### src/rtl/interrupt_dispatcher.sv
// interrupt_dispatcher: accepts an irq at an instruction boundary, pushes the return PC, and jumps to the ISR
module interrupt_dispatcher #(
  parameter int DATA_WIDTH     = 8,
  parameter int I_ADDR_WIDTH   = 10,
  parameter int VEC_TIM0_OVF   = 5,
  parameter int VEC_TIM0_COMPA = 6,
  parameter int VEC_TIM0_COMPB = 7
) (
  input  logic                    clk,
  input  logic                    reset,
  input  logic                    irq,
  input  logic [I_ADDR_WIDTH-1:0] vector,
  input  logic                    insn_boundary,
  input  logic [I_ADDR_WIDTH-1:0] pc,
  input  logic [DATA_WIDTH-1:0]   sp,
  output logic                    stall,
  output logic                    mem_we,
  output logic [DATA_WIDTH-1:0]   mem_addr,
  output logic [DATA_WIDTH-1:0]   mem_wdata,
  output logic                    sp_we,
  output logic [DATA_WIDTH-1:0]   sp_new,
  output logic                    pc_load,
  output logic [I_ADDR_WIDTH-1:0] pc_new,
  output logic                    sreg_i_clr,
  output logic [DATA_WIDTH-1:0]   tifr_clr
);
  typedef enum logic [2:0] {IDLE, PUSH_L, PUSH_H, JUMP, SETTLE} state_t;
  state_t                  state_q, state_d;
  logic [I_ADDR_WIDTH-1:0] vec_q, vec_d, pc_q, pc_d;
  logic [DATA_WIDTH-1:0]   sp_q, sp_d, mask;
  logic                    push_l, push_h, jump;
  // State and captured request; reset abandons any partially pushed frame
  always_ff @(posedge clk or posedge reset) begin
    if (reset) begin
      state_q <= IDLE;
      vec_q   <= '0;
      pc_q    <= '0;
      sp_q    <= '0;
    end else begin
      state_q <= state_d;
      vec_q   <= vec_d;
      pc_q    <= pc_d;
      sp_q    <= sp_d;
    end
  end
  // Fixed entry sequence; SETTLE ignores irq, which may still show the pre-JUMP request
  always_comb begin
    state_d = state_q;
    vec_d   = vec_q;
    pc_d    = pc_q;
    sp_d    = sp_q;
    case (state_q)
      IDLE: if (irq && insn_boundary) begin
        state_d = PUSH_L;
        vec_d   = vector;
        pc_d    = pc;
        sp_d    = sp;
      end
      PUSH_L:  state_d = PUSH_H;
      PUSH_H:  state_d = JUMP;
      JUMP:    state_d = SETTLE;
      default: state_d = IDLE;
    endcase
  end
  // Ack mask: one TIFR flag per known timer vector, none for anything else
  always_comb begin
    mask = (vec_q == I_ADDR_WIDTH'(VEC_TIM0_OVF))   ? DATA_WIDTH'(1) :
           (vec_q == I_ADDR_WIDTH'(VEC_TIM0_COMPA)) ? DATA_WIDTH'(2) :
           (vec_q == I_ADDR_WIDTH'(VEC_TIM0_COMPB)) ? DATA_WIDTH'(4) : '0;
  end
  // Moore outputs from the state register and captured copies only
  always_comb begin
    push_l     = state_q == PUSH_L;
    push_h     = state_q == PUSH_H;
    jump       = state_q == JUMP;
    stall      = push_l || push_h || jump;
    mem_we     = push_l || push_h;
    mem_addr   = push_l ? sp_q : push_h ? sp_q - DATA_WIDTH'(1) : '0;
    mem_wdata  = push_l ? DATA_WIDTH'(pc_q[7:0]) :
                 push_h ? DATA_WIDTH'(pc_q[I_ADDR_WIDTH-1:8]) : '0;
    sp_we      = jump;
    sp_new     = jump ? sp_q - DATA_WIDTH'(2) : '0;
    pc_load    = jump;
    pc_new     = jump ? vec_q : '0;
    sreg_i_clr = jump;
    tifr_clr   = jump ? mask : '0;
  end
endmodule

### config.mk
export PLATFORM = sky130hd
export DESIGN_NAME = interrupt_dispatcher
export DESIGN_NICKNAME = d
export VERILOG_FILES = /design/src/rtl/interrupt_dispatcher.sv
export SDC_FILE = /design/constraint.sdc
export NUM_CORES = 1
export LEC_CHECK = 0
export BUFFER_PORTS_ARGS = -buffer_cell sky130_fd_sc_hd__buf_4
export CAP_MARGIN = 20
export CELL_PAD_IN_SITES_DETAIL_PLACEMENT = 0
export CELL_PAD_IN_SITES_GLOBAL_PLACEMENT = 1
export CORE_AREA = 2 2 75 77
export DETAILED_ROUTE_END_ITERATION = 6
export DIE_AREA = 0 0 77 79
export PLACE_DENSITY_LB_ADDON = 0.1
export REMOVE_ABC_BUFFERS = 1
export SLEW_MARGIN = 10
export SYNTH_ARGS = -nofsm -noshare
export SYNTH_HDL_FRONTEND = slang
export SYNTH_SLANG_ARGS = --single-unit
### constraint.sdc
create_clock -name clk -period 2.08 [get_ports clk]
set_clock_uncertainty 0.05 [all_clocks]
set_input_delay 0.208 -clock clk [delete_from_list [all_inputs] [get_ports clk]]
set_output_delay 0.208 -clock clk [all_outputs]
set_load 0.03 [all_outputs]
Word level (Yosys, flattened, before mapping)
Index checks and enable logic that the tools add are counted.

word-level totals
  flip-flop bits (word level) = 31
  output and inout bits = 47
  bits of input ports = 32
  word-level logic and storage cells = 30

operators by class
  add/sub/neg operators = 2
  reduce and logical (&&, ||, !) cells = 5
  equal/unequal tests = 7
  muxes and demuxes = 12

operators with widths
  cell                 number
  $mux 8               4
  $eq 10x3->1 const B  3
  $mux 3               5
  $pmux 3 s4           1
  $mux 10              1
  $sub 8x1->8 const B  1
  $sub 8x2->8 const B  1
  $eq 3x2->1 const B   2
  $eq 3x1->1 const B   1
  $logic_not 3->1      1
  $logic_or 1x1->1     2
  $mux 2               1
  $ne 2x2->1 const B   1
  $reduce_and 2->1     1
  $logic_and 1x1->1    1

Longest topological paths before layout
Gate-level depths: netlist of the first run.

  depth in word-level cells = 5
  depth in mapped cells = 5
  mapped depth without buffers = 5

Least setup slack after synthesis of the first run
OpenSTA, ideal clock, no wires.

  kind = register to output
  from = register sp_q[3]
  to = output sp_new[7]
  arrival time = 1829 ps
  slack = -7 ps
  cell stages (with the launch flop) = 5
  data required time = 1822 ps
  buffers on the path = 1
  cells stage by stage = dfrtp_1 buf_6 or4_4 or3_1 a21oi_1

on the way
  word-level cells in the longest chain between the ends = 2

RTL lines
  item                      line  RTL
  start: declaration        30    logic [DATA_WIDTH-1:0] sp_q, sp_d, mask;
  start signal: assignment  43    sp_q <= sp_d;
  $sub 8x2->8               82    sp_new = jump ? sp_q - DATA_WIDTH'(2) : '0;
  $mux 8                    82
  end: declaration          21    output logic [DATA_WIDTH-1:0] sp_new,

No other way between the ends.

Final worst setup path of the first run
  from = register sp_q[1]
  to = output sp_new[6]

Same word-level chain as after synthesis.

==> impl_metrics.csv, run 1 <==
group,metric,value,unit
worst_setup_path,r2r_slack,0.47,ns
synth,yosys_warnings,0,
power,p_per_area,1590,mW/mm^2
worst_setup_path,timing.rr.end,"pc_q[8]",
clock_tree,htreeDepth,2,
sta,fin_crit,2.12,ns
sta,holdWs,0.115,ns
placed_design,hpwlAfterDp,3120,um
power,p_sw,1.88,mW
worst_setup_path,path_class,"reg -> out",
floorplanning,ios,79,
clock_tree,cts_root_buf,"clkbuf_8",
routing,vias,1539,
global_route,grt_max_degree,32,
run,maxCapViolations,0,
power,p_seq_share,26.8,%
cells_and_area,n_fill_cell,556,
clock_tree,cts_buffer_depth,2,
worst_setup_path,cp_data_required_time,1.82,ns
routing,drt_iter0_drc,58,
global_route,antenna_found_initial,0,
clock_tree,clk_pin_slew,0.06,ns
worst_hold_path,hold-path-endpoint,"sp_q[7]",
worst_setup_path,start_kind,"register",
worst_setup_path,worst_setup_path_end_kind,"primary output",
floorplanning,die_area,0.00608,sq mm
placed_design,io_buffer_count,73,
routing,firstDrtPassIters,3,
power,peakVddDrop,0.000651,V
floorplanning,die_y,79,um
power,p_sw_share,44.3,%
sta,hold_violations,0,
clock_tree,cts.sinks,31,
synth,synth_area,0.00181,sq mm
synth,seq_area_frac_synth,42.8,%
global_route,grt_pass1_wl,7480,um
worst_setup_path,ff2ff_path_depth,4,
routing,wl,4390,um
clock_tree,cts_made_buffers,5,
floorplanning,die_w,77,um
global_route,grtUsageTotal,15.5,%
worst_setup_path,path_cells,"buf_6, or3_4, or4_4, a21oi_4, buf_6",
cells_and_area,mostFrequentLayoutCell,"buf_4",
cells_and_area,nets,294,
power,p_int,2.36,mW
cells_and_area,final_cell_mix,"81 x buf_4, 29 x dfrtp_1, 28 x mux2_2, 16 x nor2_1, 15 x and2_1",
floorplanning,core_area,0.00534,sq mm
synth,synthesis.area_per_instance,10.2,sq um
worst_setup_path,crit_path_max_incr_delay,0.44,ns
cells_and_area,diodes,0,
global_route,grt_pass1_vias,1551,
synth,synth_area_leaders,"dfrtp_1 43%, mux2_2 17%, and2_1 5.2%",
worst_hold_path,hold_path_class,"in -> reg",
worst_setup_path,crit_path_frequent_cell,"buf_6",
worst_hold_path,min-delay-start,"sp[7]",
sta,finalCritPeriodShare,102,%
outcome,status,"finished with violations",
worst_setup_path,timing.rr.start,"state_q[0]",
global_route,grt_overflow,0,
clock_tree,clkLatencyLatePin,0.27,ns
power,p_total,4.24,mW
cells_and_area,area_growth_syn_to_layout,47.3,%
placed_design,place.gp.congestion,0.748,
clock_tree,tritoncts,"built",
routing,viasPerCell,4.66,
cells_and_area,design_area,0.00267,sq mm
sta,finalMaxSlewViolations,0,
sta,rsz0062_at_grt,"true",
placed_design,placed_cell_area,0.00245,sq mm
cells_and_area,layout-drive-gt1-share,55.4,%
sta,setup_ws,-0.0355,ns
worst_setup_path,slowest_stage,"or4_4",
power,combPwrFrac,63.4,%
synth,synth_top_cell_by_area,"dfrtp_1",
floorplanning,start_util,33.9,%
placed_design,pre_cts_ws,0.0988,ns
routing,drtAntennaViolNets,0,
synth,yosys.area.top_type_share,42.8,%
worst_setup_path,worstPathArrival,1.86,ns
synth,synth.distinct_cells,39,
worst_hold_path,hold_depth,2,
synth,netlist_instances,177,
routing,drc_errors,0,
power,pwr-share-clk,9.8,%
sta,setup_viol,1,
synth,ys_ff_latch,31,
floorplanning,rows,27,
sta,max_freq,0.473,GHz
routing,wl_per_cell,13.3,um
power,p_leak,1.24,nW
worst_setup_path,worstPathMaxFanout,4,
outcome,failed_checks,"setup timing",
==> worst max path at each step <==
stage	slack [ns]	from	cells after the start	to
detailed placement	0.1	sp_q[0]	6	mem_addr[6]
global route	-0.11	sp_q[1]	5	sp_new[6]
finish	-0.04	sp_q[1]	5	sp_new[6]
floorplan	-0.31	state_q[2]	4	tifr_clr[1]
global placement	0.10	sp_q[0]	6	mem_addr[6]
CTS	-0.06	sp_q[1]	6	mem_addr[6]
==> critical path, delay by kind of cell (launching register included) <==
kind	cells	cell delay [ns]
and+or+nand+nor	2	0.78
AOI/OAI and AO/OA	1	0.14
DFF	1	0.39
buffers and inverters	2	0.27
==> Yosys cell counts, drive strengths merged <==
cell type and number:
or2 2, nand3b 1, or3 2, mux2 28, dfrtp 31, nor3 1, nor4 1, conb 1
o311ai 2, a41oi 1, buf 12, or3b 1, nor2b 1, a21oi 7, xnor2 2, and4b 1
and2 15, nor4b 1, o31ai 1, nand2 6, nand3 4, inv 10, ha 3, nor2 16
or4 2, xor2 1, clkbuf 5, nor3b 4, o21ai 6, nand4 2, nand4b 2, a21bo 1
a22o 2, a21boi 1, mux2i 1
==> power by group through the flow <==
stage	clock network (mW)	registers, mW	logic, mW
2_1_floorplan	0	1.14	1.55
3_5_place_dp	0	1.15	2.44
4_1_cts	0.444	1.13	2.60
6_report	0.416	1.14	2.69
3_3_place_gp	0	1.15	2.44
5_1_grt	0.478	1.20	2.93
==> registers in the layout (all words and copies together) (netlist names) <==
| signal | flops |
|---|---|
| sp_q | 8 |
| vec_q | 10 |
| state_q | 3 |
| pc_q | 10 |
==> final cells by class <==
cell class | instances | area [sq um] | area share [%]
clock buffer | 6 | 72.6 | 2.72
inverter | 10 | 41.3 | 1.55
sequential | 31 | 778 | 29.2
tap | 72 | 90.1 | 3.38
timing repair buffer | 88 | 694 | 26.0
multi-input combinational | 123 | 991 | 37.1
==> kinds of logic (layout without fill, tap and decap cells) <==
kind of cell	after synthesis	in the layout	synth area share, %
other	1	5	0.207
AND/OR/NAND/NOR	62	62	20.0
buffers and inverters	27	104	8.02
multiplexers	29	29	18.0
adder cells (fa/ha/maj)	3	3	2.07
AO/OA/AOI/OAI	21	21	7.40
XOR/XNOR	3	3	1.45
flip-flops	31	31	42.8
==> per-stage QoR <==
stage                     setup TNS, ns  util (%)  instances
after floorplan                   -1.35         -        164
after global placement                0      45.9        320
after detailed placement              0      45.9        320
after CTS                        -0.109      48.8        329
after global routing             -0.274      50.0        330
final                           -0.0355      50.0        330
==> per-layer routing <==
| layer | global-route usage (%) | vias up | wire length [um] |
|---|---|---|---|
| met5 | 0 | - | 0 |
| li1 | - | 756 | - |
| met2 | 25.5 | 44 | 2130 |
| met4 | 4.29 | 0 | 34 |
| met1 | 19.1 | 735 | 1890 |
| met3 | 6.14 | 4 | 333 |
==> repair_timing <==
action                                  CTS  global route
hold buffers                              1             0
pin swaps                                 6             5
setup buffers                             2             1
gates resized for setup                  16            15
endpoints found under the hold margin    31             0
endpoints found under the setup margin    7             8
(Power assumes the default switching activity.)
==> inputs of run 2 (changes only) <==
--- a/config.mk
+++ b/config.mk
@@ -12,8 +12,8 @@
 export CORE_AREA = 2 2 75 77
 export DETAILED_ROUTE_END_ITERATION = 6
 export DIE_AREA = 0 0 77 79
+export MAX_ROUTING_LAYER = met4
 export PLACE_DENSITY_LB_ADDON = 0.1
-export REMOVE_ABC_BUFFERS = 1
 export SLEW_MARGIN = 10
 export SYNTH_ARGS = -nofsm -noshare
 export SYNTH_HDL_FRONTEND = slang
==> impl_metrics.csv, run 2 (synthesis results as in run 1) <==
group,metric,value,unit
sta,hold_violations,0,
outcome,status,"finished with violations",
worst_setup_path,path_class,"reg -> out",
cells_and_area,reg_top3,"pc_q: 10 flops, vec_q: 10 flops, sp_q: 8 flops",
global_route,grtUsageTotal,15.7,%
routing,drtAntennaViolNets,0,
sta,rsz0062_at_grt,"true",
clock_tree,htreeDepth,2,
placed_design,io_buffer_count,73,
routing,vias,1581,
power,p_seq_share,25.9,%
cells_and_area,final_cell_mix,"87 x buf_4, 30 x dfrtp_1, 28 x mux2_2, 16 x nor2_1, 15 x and2_1",
clock_tree,cts_made_buffers,5,
power,p_int,2.48,mW
floorplanning,rows,27,
floorplanning,die_area,0.00608,sq mm
routing,viasPerCell,4.69,
placed_design,placed_cell_area,0.00246,sq mm
floorplanning,core_area,0.00534,sq mm
sta,fin_crit,2.11,ns
cells_and_area,nets,299,
placed_design,place.gp.congestion,0.736,
cells_and_area,design_area,0.00272,sq mm
global_route,grt_pass1_vias,1500,
worst_setup_path,path_cells,"buf_4, or3_4, or4_4, a21oi_4, buf_6",
floorplanning,die_y,79,um
cells_and_area,multi_input_area,983,sq um
clock_tree,cts_root_buf,"clkbuf_8",
sta,finalMaxSlewViolations,0,
routing,drc_errors,0,
floorplanning,die_w,77,um
cells_and_area,area_growth_syn_to_layout,50.0,%
sta,setup_ws,-0.0304,ns
worst_setup_path,slowest_stage,"or4_4",
routing,firstDrtPassIters,4,
cells_and_area,seqCellArea,777,sq um
global_route,grt_overflow,0,
cells_and_area,n_fill_cell,534,
power,peakVddDrop,0.000717,V
clock_tree,tritoncts,"built",
global_route,grt_max_degree,32,
routing,drt_iter0_drc,95,
worst_setup_path,start_kind,"register",
cells_and_area,layout-drive-gt1-share,56.2,%
worst_setup_path,cp_data_required_time,1.82,ns
global_route,grt_pass1_wl,7320,um
worst_setup_path,worstPathMaxFanout,4,
clock_tree,cts.sinks,31,
sta,finalCritPeriodShare,101,%
outcome,failed_checks,"setup timing",
power,p_sw_share,43.7,%
sta,holdWs,0.117,ns
power,p_sw,1.93,mW
worst_setup_path,worstPathArrival,1.85,ns
run,maxCapViolations,0,
sta,max_freq,0.474,GHz
worst_setup_path,worst_setup_path_end_kind,"primary output",
cells_and_area,diodes,0,
sta,setup_viol,2,
cells_and_area,mostFrequentLayoutCell,"buf_4",
worst_setup_path,crit_path_max_incr_delay,0.43,ns
power,p_leak,1.29,nW
worst_hold_path,hold_path_class,"in -> reg",
floorplanning,ios,79,
floorplanning,start_util,33.9,%
clock_tree,cts_buffer_depth,2,
power,pwr-share-clk,11.5,%
power,combPwrFrac,62.6,%
placed_design,hpwlAfterDp,3150,um
routing,wl_per_cell,13.4,um
power,p_per_area,1620,mW/mm^2
worst_setup_path,r2r_slack,0.49,ns
global_route,antenna_found_initial,0,
clock_tree,clkLatencyLatePin,0.27,ns
clock_tree,clk_pin_slew,0.06,ns
routing,wl,4510,um
[run 2: worst max-delay path, delay by kind of cell, from the launching register on]
kind | cells | cell delay (ns)
AND/OR/NAND/NOR | 2 | 0.78
flip-flops | 1 | 0.37
buffers and inverters | 2 | 0.29
AO/OA/AOI/OAI | 1 | 0.14
[run 2: cell type report]
type,instances,share of cell area (%)
Multi-Input combinational cell,123,36.2
Sequential cell,31,28.6
Timing Repair Buffer,93,26.8
Clock buffer,8,3.68
Tap cell,72,3.32
Inverter,10,1.38
[run 2: timing repair]
| action | 4_1_cts | 5_1_grt |
|---|---|---|
| setup endpoints to repair | 5 | 8 |
| hold endpoints to repair | 31 | 0 |
| pin swaps | 6 | 7 |
| hold buffers | 1 | 0 |
| gates resized for setup | 11 | 15 |
| setup buffers | 5 | 2 |
[run 2: power by group through the flow]
stage / logic [mW] / clock network, mW / registers [mW]
2_1_floorplan: 1.70 / 0 / 1.09
3_3_place_gp: 2.48 / 0 / 1.15
3_5_place_dp: 2.47 / 0 / 1.16
4_1_cts: 2.62 / 0.525 / 1.14
5_1_grt: 2.96 / 0.563 / 1.19
6_report: 2.76 / 0.507 / 1.14
[run 2: final timing paths]
kind / start / to / depth (start not counted)
setup / recovery: sp_q[1] / sp_new[6] / 5
hold / removal: pc[7] / pc_q[7] / 2
setup reg to reg: state_q[0] / sp_q[0] / 4
hold reg to reg: pc_q[7] / pc_q[7] / 1
max in group asynchronous: reset / sp_q[3] / 4
min in group asynchronous: reset / sp_q[5] / 4
[run 2: per-stage QoR]
stage / total power, mW / setup slack (ns) / TNS, ns / instances / util [%]
finish: 4.40 / -0.0304 / -0.0492 / 337 / 50.9
detailed placement: 3.62 / 0.125 / 0 / 321 / 46.1
floorplan: 2.79 / 0.0404 / 0 / 181 / -
global route: 4.71 / -0.0899 / -0.313 / 337 / 50.9
CTS: 4.28 / -0.0510 / -0.131 / 335 / 49.5
global placement: 3.63 / 0.102 / 0 / 321 / 46.1
[run 2: per-layer routing]
| metal | global-route usage, % | vias up | part of all wire, % |
|---|---|---|---|
| li1 | - | 773 | - |
| met1 | 20.8 | 750 | 48 |
| met2 | 23.2 | 56 | 45 |
| met3 | 4.77 | 2 | 6.0 |
| met4 | 4.64 | 0 | 0.33 |
| met5 | - | - | 0 |
==> inputs of run 3 (changes only) <==
--- a/config.mk
+++ b/config.mk
@@ -14,6 +14,7 @@
 export DIE_AREA = 0 0 77 79
 export MAX_ROUTING_LAYER = met4
 export PLACE_DENSITY_LB_ADDON = 0.1
+export SETUP_SLACK_MARGIN = 0.15
 export SLEW_MARGIN = 10
 export SYNTH_ARGS = -nofsm -noshare
 export SYNTH_HDL_FRONTEND = slang
==> impl_metrics.csv, run 3 (synthesis results as in run 1) <==
group,metric,value,unit
routing,viasPerCell,4.62,
floorplanning,die_area,0.00608,sq mm
sta,max_freq,0.471,GHz
worst_setup_path,slowest_stage,"or4_4",
floorplanning,ios,79,
worst_setup_path,path_class,"reg -> out",
clock_tree,htreeDepth,2,
clock_tree,tritoncts,"built",
worst_setup_path,worst_setup_path_end_kind,"primary output",
placed_design,pre_cts_ws,0.0962,ns
worst_setup_path,path_buf_inv,2,
sta,finalMaxSlewViolations,0,
routing,drtAntennaViolNets,0,
routing,drt_iter0_drc,51,
routing,drc_errors,0,
clock_tree,cts_root_buf,"clkbuf_8",
power,peakVddDrop,0.000703,V
floorplanning,rows,27,
global_route,grtUsageTotal,15.1,%
routing,wl,4730,um
clock_tree,clk_pin_slew,0.06,ns
floorplanning,die_w,77,um
placed_design,hpwlAfterDp,3120,um
sta,finalCritPeriodShare,102,%
cells_and_area,final_cell_mix,"84 x buf_4, 29 x dfrtp_1, 28 x mux2_2, 16 x nor2_1, 15 x and2_1",
worst_setup_path,worstPathArrival,1.87,ns
worst_setup_path,cp_data_required_time,1.82,ns
outcome,failed_checks,"setup timing",
floorplanning,start_util,33.9,%
worst_setup_path,path_cells,"buf_6, or3_4, or4_4, a21oi_2, buf_6",
routing,wl_per_cell,13.7,um
sta,holdWs,0.109,ns
clock_tree,cts.sinks,31,
sta,hold_violations,0,
run,maxCapViolations,0,
floorplanning,core_area,0.00534,sq mm
sta,fin_crit,2.12,ns
sta,setup_ws,-0.0436,ns
global_route,grt_pass1_vias,1525,
floorplanning,die_y,79,um
global_route,grt_overflow,0,
cells_and_area,mostFrequentLayoutCell,"buf_4",
global_route,grt_max_degree,32,
worst_setup_path,path_delay_family,"simple AND/OR/NAND/NOR gates",
worst_setup_path,worstPathMaxFanout,3,
worst_setup_path,start_kind,"register",
clock_tree,clkLatencyLatePin,0.28,ns
global_route,antenna_found_initial,0,
clock_tree,cts_buffer_depth,2,
worst_hold_path,hold_path_class,"in -> reg",
sta,rsz0062_at_grt,"true",
placed_design,io_buffer_count,73,
routing,vias,1598,
cells_and_area,diodes,0,
cells_and_area,layout-drive-gt1-share,63.1,%
power,p_leak,1.36,nW
worst_setup_path,r2r_slack,0.48,ns
power,p_per_area,1660,mW/mm^2
cells_and_area,nets,308,
placed_design,place.gp.congestion,0.711,
cells_and_area,reg_top3,"pc_q: 10 flops, vec_q: 10 flops, sp_q: 8 flops",
cells_and_area,area_growth_syn_to_layout,61.7,%
worst_setup_path,crit_path_frequent_cell,"buf_6",
routing,firstDrtPassIters,4,
outcome,status,"finished with violations",
clock_tree,cts_made_buffers,5,
global_route,grt_pass1_wl,7090,um
cells_and_area,utilization,54.9,%
sta,setup_viol,2,
worst_setup_path,crit_path_max_incr_delay,0.42,ns
## run 3: cell count changes in the layout (fill, tap and decap cells not counted), sizes merged
cell and change:
buf +9, clkbuf -1, clkinvlp +1
## run 3: cell type report
cell class                 count  area [sq um]
inverter                      10          40.0
timing repair buffer         102           843
multi-input combinational    123          1070
clock inverter                 1          7.51
fill                         507          2410
clock buffer                   7          96.3
sequential                    31           778
tap                           72          90.1
## run 3: through the flow
stage               std cells  TNS [ns]  instance area (sq um)  total power, mW
finish                    346   -0.0688                   2930             4.85
global route              346    -0.224                   2930             5.15
CTS                       336    -0.100                   2760             4.54
detailed placement        320         0                   2460             3.61
global placement          320         0                   2460             3.62
floorplan                 181         0                   1830             2.80
## run 3: final timing paths
kind / to / start / depth (start not counted)
setup / recovery: sp_new[6] / sp_q[1] / 5
hold / removal: pc_q[6] / pc[6] / 2
setup reg to reg: sp_q[4] / state_q[0] / 4
hold reg to reg: pc_q[3] / pc_q[3] / 1
max in group asynchronous: sp_q[2] / reset / 4
min in group asynchronous: vec_q[4] / reset / 4
## run 3: report_power, final
group	internal (mW)	leakage, nW	switching (mW)
Sequential	0.912	0.369	0.239
Combinational	1.53	0.945	1.65
Clock	0.301	0.0505	0.217
## run 3: repair_timing
item	in CTS	in global routing
setup endpoints to repair	11	11
pin swaps	8	8
resized for setup	36	19
hold buffers	1	0
hold endpoints to repair	31	0
buffers inserted	7	9
cloned	0	1
## run 3: per-layer routing
metal  global-route usage, %  up-vias  routed length (um)
li1                        -      790                   -
met1                    20.1      754                2190
met2                    22.4       48                2180
met3                    5.23        6                 313
met4                    3.75        0                  51
met5                       -        -                   0
